<file path="src/rtl/eth_tx_sched.sv">
`default_nettype none
// ============================================================================
// Module      : eth_tx_sched
// Description : Round-robin scheduler that shares one eth_tx2 transmitter and
//               its 1 KiB frame BRAM between N_REQ frame sources. The granted
//               source fills the BRAM through a zero-latency write mux. Once
//               it reports fill_done, the scheduler starts eth_tx2 and waits
//               for the frame to leave. It then idles for HOLDOFF cycles
//               before arbitrating again.
// Ports       : clk, rst (async, active high)
//               req/fill_done/wr_en_i        per-source control, N_REQ bits
//               wr_addr_i/wr_data_i          per-source write buses (10b/8b each)
//               grant/sent/abort             per-source status, N_REQ bits
//               bram_wr_en/addr/data         muxed BRAM write port
//               tx_start (out), tx_busy (in) eth_tx2 handshake
// Revision    : 1.0  initial release
// ============================================================================
module eth_tx_sched #(
  parameter int N_REQ     = 2,
  parameter int FILL_TMO  = 4096,
  parameter int START_TMO = 1024,
  parameter int HOLDOFF   = 16
) (
  input  logic                 clk,
  input  logic                 rst,
  input  logic [N_REQ-1:0]     req,
  input  logic [N_REQ-1:0]     fill_done,
  input  logic [N_REQ-1:0]     wr_en_i,
  input  logic [N_REQ*10-1:0]  wr_addr_i,
  input  logic [N_REQ*8-1:0]   wr_data_i,
  output logic [N_REQ-1:0]     grant,
  output logic [N_REQ-1:0]     sent,
  output logic [N_REQ-1:0]     abort,
  output logic                 bram_wr_en,
  output logic [9:0]           bram_wr_addr,
  output logic [7:0]           bram_wr_data,
  output logic                 tx_start,
  input  logic                 tx_busy
);

  localparam int IW = (N_REQ > 1) ? $clog2(N_REQ) : 1;

  // Each timed state exits in the cycle its timer hits the last count,
  // so the state lasts exactly the configured number of cycles.
  localparam logic [12:0] c_fill_last  = 13'(FILL_TMO - 1);
  localparam logic [12:0] c_start_last = 13'(START_TMO - 1);
  localparam logic [12:0] c_hold_last  = 13'(HOLDOFF - 1);
  localparam logic [IW-1:0] c_last_idx = IW'(N_REQ - 1);

  typedef enum logic [2:0] {
    S_IDLE  = 3'd0,
    S_FILL  = 3'd1,
    S_START = 3'd2,
    S_TX    = 3'd3,
    S_HOLD  = 3'd4
  } state_t;

  state_t           r_state;
  state_t           w_next;
  logic [12:0]      r_timer;
  logic [IW-1:0]    r_rr;
  logic [IW-1:0]    r_gidx;
  logic [N_REQ-1:0] r_grant;
  logic [N_REQ-1:0] r_sent;
  logic [N_REQ-1:0] r_abort;
  logic             r_tx_start;
  logic             r_busy_q;

  logic             w_any;
  logic [IW-1:0]    w_win;
  int               w_cand;
  logic [IW-1:0]    w_rr_next;
  logic [IW-1:0]    w_sel_idx;
  logic             w_busy_rise;
  logic             w_sent_set;
  logic             w_abort_set;
  logic             w_fill;

  logic [9:0]       w_addr [N_REQ];
  logic [7:0]       w_data [N_REQ];

  // Unpack the flat per-source write buses.
  for (genvar k = 0; k < N_REQ; k++) begin : g_unpack
    assign w_addr[k] = wr_addr_i[10*k +: 10];
    assign w_data[k] = wr_data_i[8*k +: 8];
  end

  // Round-robin pick: first requesting source at or after the pointer.
  always_comb begin
    w_any  = 1'b0;
    w_win  = '0;
    w_cand = 0;
    for (int i = 0; i < N_REQ; i++) begin
      w_cand = (int'(r_rr) + i) % N_REQ;
      if (!w_any && req[w_cand[IW-1:0]]) begin
        w_any = 1'b1;
        w_win = w_cand[IW-1:0];
      end
    end
  end

  assign w_rr_next = (w_win == c_last_idx) ? '0 : w_win + IW'(1);
  assign w_sel_idx = (r_state == S_IDLE) ? w_win : r_gidx;

  // A start is only acknowledged by a fresh rising edge of tx_busy, so a
  // frame already on the wire when we enter START is not mistaken for ours.
  assign w_busy_rise = tx_busy & ~r_busy_q;

  always_comb begin
    w_next      = r_state;
    w_sent_set  = 1'b0;
    w_abort_set = 1'b0;
    case (r_state)
      S_IDLE: begin
        if (w_any) w_next = S_FILL;
      end
      S_FILL: begin
        // fill_done has priority over both timeout and a dropped request.
        if (fill_done[r_gidx]) begin
          w_next = S_START;
        end else if (!req[r_gidx] || (r_timer == c_fill_last)) begin
          w_next      = S_HOLD;
          w_abort_set = 1'b1;
        end
      end
      S_START: begin
        if (w_busy_rise) begin
          w_next = S_TX;
        end else if (r_timer == c_start_last) begin
          w_next      = S_HOLD;
          w_abort_set = 1'b1;
        end
      end
      S_TX: begin
        if (!tx_busy) begin
          w_next     = S_HOLD;
          w_sent_set = 1'b1;
        end
      end
      S_HOLD: begin
        if (r_timer == c_hold_last) w_next = S_IDLE;
      end
      default: w_next = S_IDLE;
    endcase
  end

  always_ff @(posedge clk or posedge rst) begin
    if (rst) begin
      r_state    <= S_IDLE;
      r_timer    <= '0;
      r_rr       <= '0;
      r_gidx     <= '0;
      r_grant    <= '0;
      r_sent     <= '0;
      r_abort    <= '0;
      r_tx_start <= 1'b0;
      r_busy_q   <= 1'b0;
    end else begin
      r_state  <= w_next;
      r_busy_q <= tx_busy;
      // IDLE and TX are untimed; holding the timer at zero there keeps it
      // from ever wrapping.
      if ((w_next != r_state) || (r_state == S_IDLE) || (r_state == S_TX))
        r_timer <= '0;
      else
        r_timer <= r_timer + 13'd1;
      if ((r_state == S_IDLE) && w_any) begin
        r_gidx <= w_win;
        r_rr   <= w_rr_next;
      end
      r_grant    <= (w_next == S_FILL) ? (N_REQ'(1) << w_sel_idx) : '0;
      r_tx_start <= (w_next == S_START);
      r_sent     <= w_sent_set  ? (N_REQ'(1) << r_gidx) : '0;
      r_abort    <= w_abort_set ? (N_REQ'(1) << r_gidx) : '0;
    end
  end

  // Write mux is combinational so the owner sees no extra BRAM latency.
  assign w_fill       = (r_state == S_FILL);
  assign bram_wr_en   = w_fill & wr_en_i[r_gidx];
  assign bram_wr_addr = w_fill ? w_addr[r_gidx] : '0;
  assign bram_wr_data = w_fill ? w_data[r_gidx] : '0;

  assign grant    = r_grant;
  assign sent     = r_sent;
  assign abort    = r_abort;
  assign tx_start = r_tx_start;

endmodule
`default_nettype wire
</file>
<file path="config.mk">
export PLATFORM = sky130hd
export DESIGN_NAME = eth_tx_sched
export DESIGN_NICKNAME = d
export VERILOG_FILES = /design/src/rtl/eth_tx_sched.sv
export SDC_FILE = /design/constraint.sdc
export NUM_CORES = 1
export LEC_CHECK = 0
export CAP_MARGIN = 20
export CORE_MARGIN = 3
export CORE_UTILIZATION = 38
export CTS_CLUSTER_SIZE = 25
export DETAILED_ROUTE_END_ITERATION = 7
export PLACE_DENSITY = 0.81
export SYNTH_ARGS = -nofsm -noshare
export SYNTH_HDL_FRONTEND = slang
export SYNTH_SLANG_ARGS = --single-unit
</file>
<file path="constraint.sdc">
create_clock -name clk -period 1.65 [get_ports clk]
set_input_delay 0.2475 -clock clk [delete_from_list [all_inputs] [get_ports clk]]
set_output_delay 0.2475 -clock clk [all_outputs]
set_load 0.005 [all_outputs]
</file>
======== Word level (Yosys, flattened, before mapping) ========
Index checks and enable logic that the tools add are counted.
storage, ports and cells
  bits in registers ....................... 26
  input bits .............................. 45
  output and inout port bits .............. 26
  word-level logic and storage cells ...... 83
cells by class
  add/subtract/negate cells ............... 3
  magnitude comparators ................... 4
  eq/ne operators ......................... 10
  shifts and indexed selects .............. 2
  multiplexer cells ....................... 43
  bitwise gates (word level) .............. 4
  reduce and logical (&&, ||, !) cells .... 8
operator list
  cell                   count
  $mux 10                4
  $mux 8                 4
  $mux 1                 22
  $mux 3                 7
  $pmux 3 s5             1
  $add 13x1->13 const B  1
  $eq 13x10->1 const B   1
  $eq 13x12->1 const B   1
  $eq 13x4->1 const B    1
  $mux 13                1
  $eq 3x2->1 const B     3
  $eq 3x1->1 const B     2
  $lt 1x2->1 const B     3
  $mux 2                 3
  $shl 1x1->2 const A    2
  $eq 3x3->1 const B     1
  $logic_not 3->1        1
  $logic_or 1x1->1       3
  $ne 3x3->1             1
  $add 1x1->1 const B    2
  $and 1x1->1            2
  $ge 2x2->1 const B     1
  $logic_and 1x1->1      2
  $logic_not 1->1        2
  3 further kinds        3

======== Longest topological paths before layout ========
  word-level depth ........................ 12
  mapped depth ............................ 7
  mapped depth without buffers ............ 6

======== Least setup slack after synthesis ========
No wires, ideal clock.
  path kind ............................... register to register
  start point ............................. register r_timer[0]
  end point ............................... register r_timer[0]
  setup time .............................. 127 ps
  data arrival time ....................... 1,578 ps
  required time ........................... 1,523 ps
  path slack .............................. -55 ps
  cell stages (with the launch flop) ...... 8
  buffers on the path ..................... 1
  clock period less this slack ............ 1,705 ps
  cell sequence ........................... dfrtp_1 -> ha_1 -> nand3_2 -> o41ai_2 -> o211ai_2 -> o211ai_2 -> buf_6 -> nor3_2
between the ends
  word-level cells in the longest chain between the ends .. 9
  elaborated cells on any way between the ends .. 15
  classes of those cells .................. add/sub: 1; eq/ne: 4; mux: 7; reduce/logical: 3
ends and longest elaborated chain
  item                            line  text
  start, declared                 60    logic [12:0] r_timer;
  start signal, assigned          166   r_timer <= r_timer + 13'd1;
  $eq 13x12->1                    121   end else if (!req[r_gidx] || (r_timer == c_fill_last)) begin
  $logic_or 1x1->1                121
  $mux 3                          121
  $mux 3                          119   if (fill_done[r_gidx]) begin
  $pmux 3 s5                      113   case (r_state)
  $ne 3x3->1                      163   if ((w_next != r_state) || (r_state == S_IDLE) || (r_state == S_TX))
  $logic_or 1x1->1 (2 in series)  163
  $mux 13 (*)                     163
Every way passes the cells marked *; elsewhere a longest branch is shown, timed or not.
A chain may end at the register's enable or synchronous reset.

======== Worst setup path after layout ========
  start point ............................. register r_state[1]
  end point ............................... output port bram_wr_addr[5]
between the ends
  word-level cells in the longest chain between the ends .. 2
ends and longest elaborated chain
  item                    line  text
  start, declared         58    state_t r_state;
  start signal, assigned  159   r_state <= w_next;
  $eq 3x1->1              179   assign w_fill = (r_state == S_FILL);
  $mux 10                 181   assign bram_wr_addr = w_fill ? w_addr[r_gidx] : '0;
  end, declared           35    output logic [9:0] bram_wr_addr,
No other way between the ends.

==> flow_summary.ini <==
[critical_path]
cpPeakStageDelay_ns = 0.47
crit_buf_inv = 2
ff2ff_setup_slack_ns = -0.15
cp_cell_sequence = or3b_4 > buf_6 > nor2_1 > buf_2
reg2reg_from = r_state[1]$_DFF_PP0_
arrival_ns = 1.57
criticalPathCategory = reg2out
rr_worst_depth = 6
cp_top_family = simple AND/OR/NAND/NOR gates
r2r_end = r_timer[0]$_DFF_PP0_
worstSetupEndpointType = output port
critical_path_required_ns = 1.40
crit_path_top_delay_cell = or3b_4
crit_fanout = 5
critPathLaunchType = flip-flop

[layout]
drive_gt1_share_pct = 43.0
num_antenna_cells = 0
final_area_mm2 = 0.00297
n_fill_cell = 262
num-nets-final = 325
syn_to_final_growth_pct = 83.1

[drt]
vias = 1682
drt-initial-drc-count = 45
detail_route.wl_per_cell_um = 15.7
drc_errors = 0
wl_mm = 5.13
routed_via_density = 5.14
ant_nets = 0
first_pass_iters = 4

[clock_tree]
clk_latency_ns = 0.27
cts_buffer_depth = 2
cts_num_sinks = 26
numCtsBuffers = 3
clk_pin_slew_worst_paths_ns = 0.08
htreeDepth = 1
clockRootBuffer = clkbuf_8
tritoncts = yes

[logic_synthesis]
syn_inst = 173
netlist_area_mm2 = 0.00162
avgSynthCellArea_um2 = 9.39
ys.flop_type = dfrtp_1
yosysUniqueCellTypes = 44
async_flop_share_pct = 100
mappedNetlistNets = 219
ys_ff_latch = 26
synth-edff-count = 0
ys_seq_area_share_pct = 40.1
yosysWarningCount = 0

[floorplanning]
pin_count = 71
die-area_mm2 = 0.00509
start_util_pct = 40.0
rows = 23
core_area_mm2 = 0.00406
die_w_um = 71.4
fp.dieH_um = 71.4

[grt]
grt_pass1_wl_mm = 7.43
antenna_found_initial = 0
grt_max_degree = 27
grt_pass1_vias = 1668
globalRouteOverflowTotal = 0
grt_usage_pct = 18.0

[timing]
drv_slew = 0
setup_ws_ns = -0.170
min_period_ns = 1.82
clock_skew_ns = 0.00296
hold_viol_final = 0
rsz0062_at_grt = true
worst_pin_slew_ns = 0.361
relSlewSlack_pct = 75.7
min_period_over_period_pct = 110
setup_viol = 31
max_freq_mhz = 550

[power_and_ir_drop]
total_power_mw = 3.87
switching_power_mw = 1.59
internal_power_mw = 2.28
ir_drop_v = 0.000985
p_seq_share_pct = 21.6
leakage_nw = 1.30
p_sw_share_pct = 41.2
p_per_area_mw_per_mm2 = 1300
power_frac_comb_pct = 69.2
clkPwrFrac_pct = 9.2

[min_path]
hold_class = in2async

[placement]
place.port_buffers = 70
dp_hpwl_mm = 3.48
dpl_cell_area_mm2 = 0.00263
place.gp.congestion = 0.808

[status]
violations = setup timing
outcome = finished with violations

[job]
maxCapViolCount = 0
==> timing repair <==
item | in CTS | in global routing
hold buffers | 0 | 0
pin swaps | 1 | 27
buffers inserted | 0 | 2
cloned | 0 | 3
endpoints found under the setup margin | 30 | 37
gates resized for setup | 76 | 75
==> registers in the layout, summed over array words and instances, names as in the netlist <==
signal / flops
sent: 2
tx_start: 1
abort: 2
r_gidx: 1
r_timer: 13
r_busy_q: 1
r_rr: 1
r_state: 3
grant: 2
==> metal layers <==
layer | wire (um) | share of wire, % | up-vias | GRT usage, %
met3 | 352 | 6.9 | 7 | 5.89
li1 | - | - | 816 | -
met2 | 2790 | 54 | 61 | 31.8
met4 | 65 | 1.3 | 0 | 3.13
met1 | 1920 | 37 | 798 | 21.4
met5 | 0 | 0 | - | 0
==> power by group through the flow <==
stage	sequential (mW)	clock (mW)	combinational (mW)
6_report	0.837	0.354	2.68
5_1_grt	0.846	0.387	2.86
4_1_cts	0.831	0.355	2.03
3_5_place_dp	0.825	0	2.06
3_3_place_gp	0.824	0	2.04
2_1_floorplan	0.814	0	1.15
==> per-stage QoR <==
stage | instances | setup slack (ns) | hold slack [ns] | util [%] | setup TNS, ns
floorplan | 173 | 0.0210 | 0.279 | - | 0
global placement | 319 | -0.231 | 0.490 | 64.9 | -6.13
detailed placement | 319 | -0.274 | 0.496 | 64.9 | -6.43
CTS | 322 | -0.166 | 0.338 | 66.1 | -1.83
global route | 327 | -0.239 | 0.351 | 73.3 | -5.02
finish | 327 | -0.170 | 0.327 | 73.3 | -3.30
==> cells in the mapped netlist (2+ instances only) <==
| master | number | share of area, % |
|---|---|---|
| nor3b_1 | 4 | 1.8 |
| nor2b_1 | 6 | 2.3 |
| nand2b_1 | 2 | 0.77 |
| mux2i_1 | 19 | 12 |
| and4_1 | 2 | 1.1 |
| clkbuf_1 | 2 | 0.46 |
| nand3_1 | 2 | 0.62 |
| and2_1 | 2 | 0.77 |
| nand2_1 | 9 | 2.1 |
| a31oi_1 | 5 | 1.9 |
| buf_2 | 3 | 0.92 |
| buf_1 | 2 | 0.46 |
| inv_1 | 2 | 0.46 |
| o211ai_2 | 2 | 1.5 |
| dfrtp_1 | 26 | 40 |
| nand4_1 | 3 | 1.2 |
| xor2_1 | 6 | 3.2 |
| nor3_1 | 6 | 1.8 |
| a21oi_1 | 4 | 1.2 |
| nor2_1 | 38 | 8.8 |
| xnor2_1 | 5 | 2.7 |
==> worst reg2reg max path, cell delays in order (launching register included) <==
cell and delay, ns:
dfrtp_1 0.41, or3b_4 0.48, nand2b_4 0.18, o211ai_2 0.16, o211ai_2 0.16, buf_4 0.19
nor3_2 0.15
==> cell usage in the layout (no fill, tap or decap), drive strengths merged, types with 4 or more instances in the layout <==
master / count
a21oi: 4
a31oi: 5
buf: 55
clkbuf: 6
clkdlybuf4s50: 51
dfrtp: 26
mux2i: 20
nand2: 9
nand4: 4
nor2: 38
nor2b: 6
nor3: 7
nor3b: 4
xnor2: 5
xor2: 6
==> cell type report <==
cell class,instances,area [um2],share of cell area [%]
Clock buffer,3,41.3,1.39
Tap cell,50,62.6,2.10
Inverter,2,7.51,0.252
Multi-Input combinational cell,137,1230,41.5
Timing Repair Buffer,109,977,32.9
Sequential cell,26,652,21.9
==> cells by family (layout without fill, tap and decap cells) <==
logic type | count (synthesis) | in the layout | share of synthesized area (%)
multiplexers | 21 | 21 | 13.3
AND/OR/NAND/NOR | 85 | 85 | 27.9
buffers and inverters | 10 | 114 | 3.00
flip-flops | 26 | 26 | 40.1
XOR/XNOR | 11 | 11 | 5.93
AO/OA/AOI/OAI | 19 | 19 | 9.09
adder cells (fa/ha/maj) | 1 | 1 | 0.770
==> worst max path at each step <==
stage,start,endpoint,slack [ns],cells after the start
after CTS,r_state[1]$_DFF_PP0_,bram_wr_data[7],-0.17,4
after detailed placement,req[0],r_timer[6]$_DFF_PP0_,-0.27,7
after floorplan,r_timer[0]$_DFF_PP0_,r_timer[0]$_DFF_PP0_,0.02,7
after global placement,req[0],r_timer[0]$_DFF_PP0_,-0.23,7
after global routing,r_state[1]$_DFF_PP0_,bram_wr_addr[5],-0.24,4
final,r_state[1]$_DFF_PP0_,bram_wr_addr[5],-0.17,4
Power figures use the tool's default switching activity.
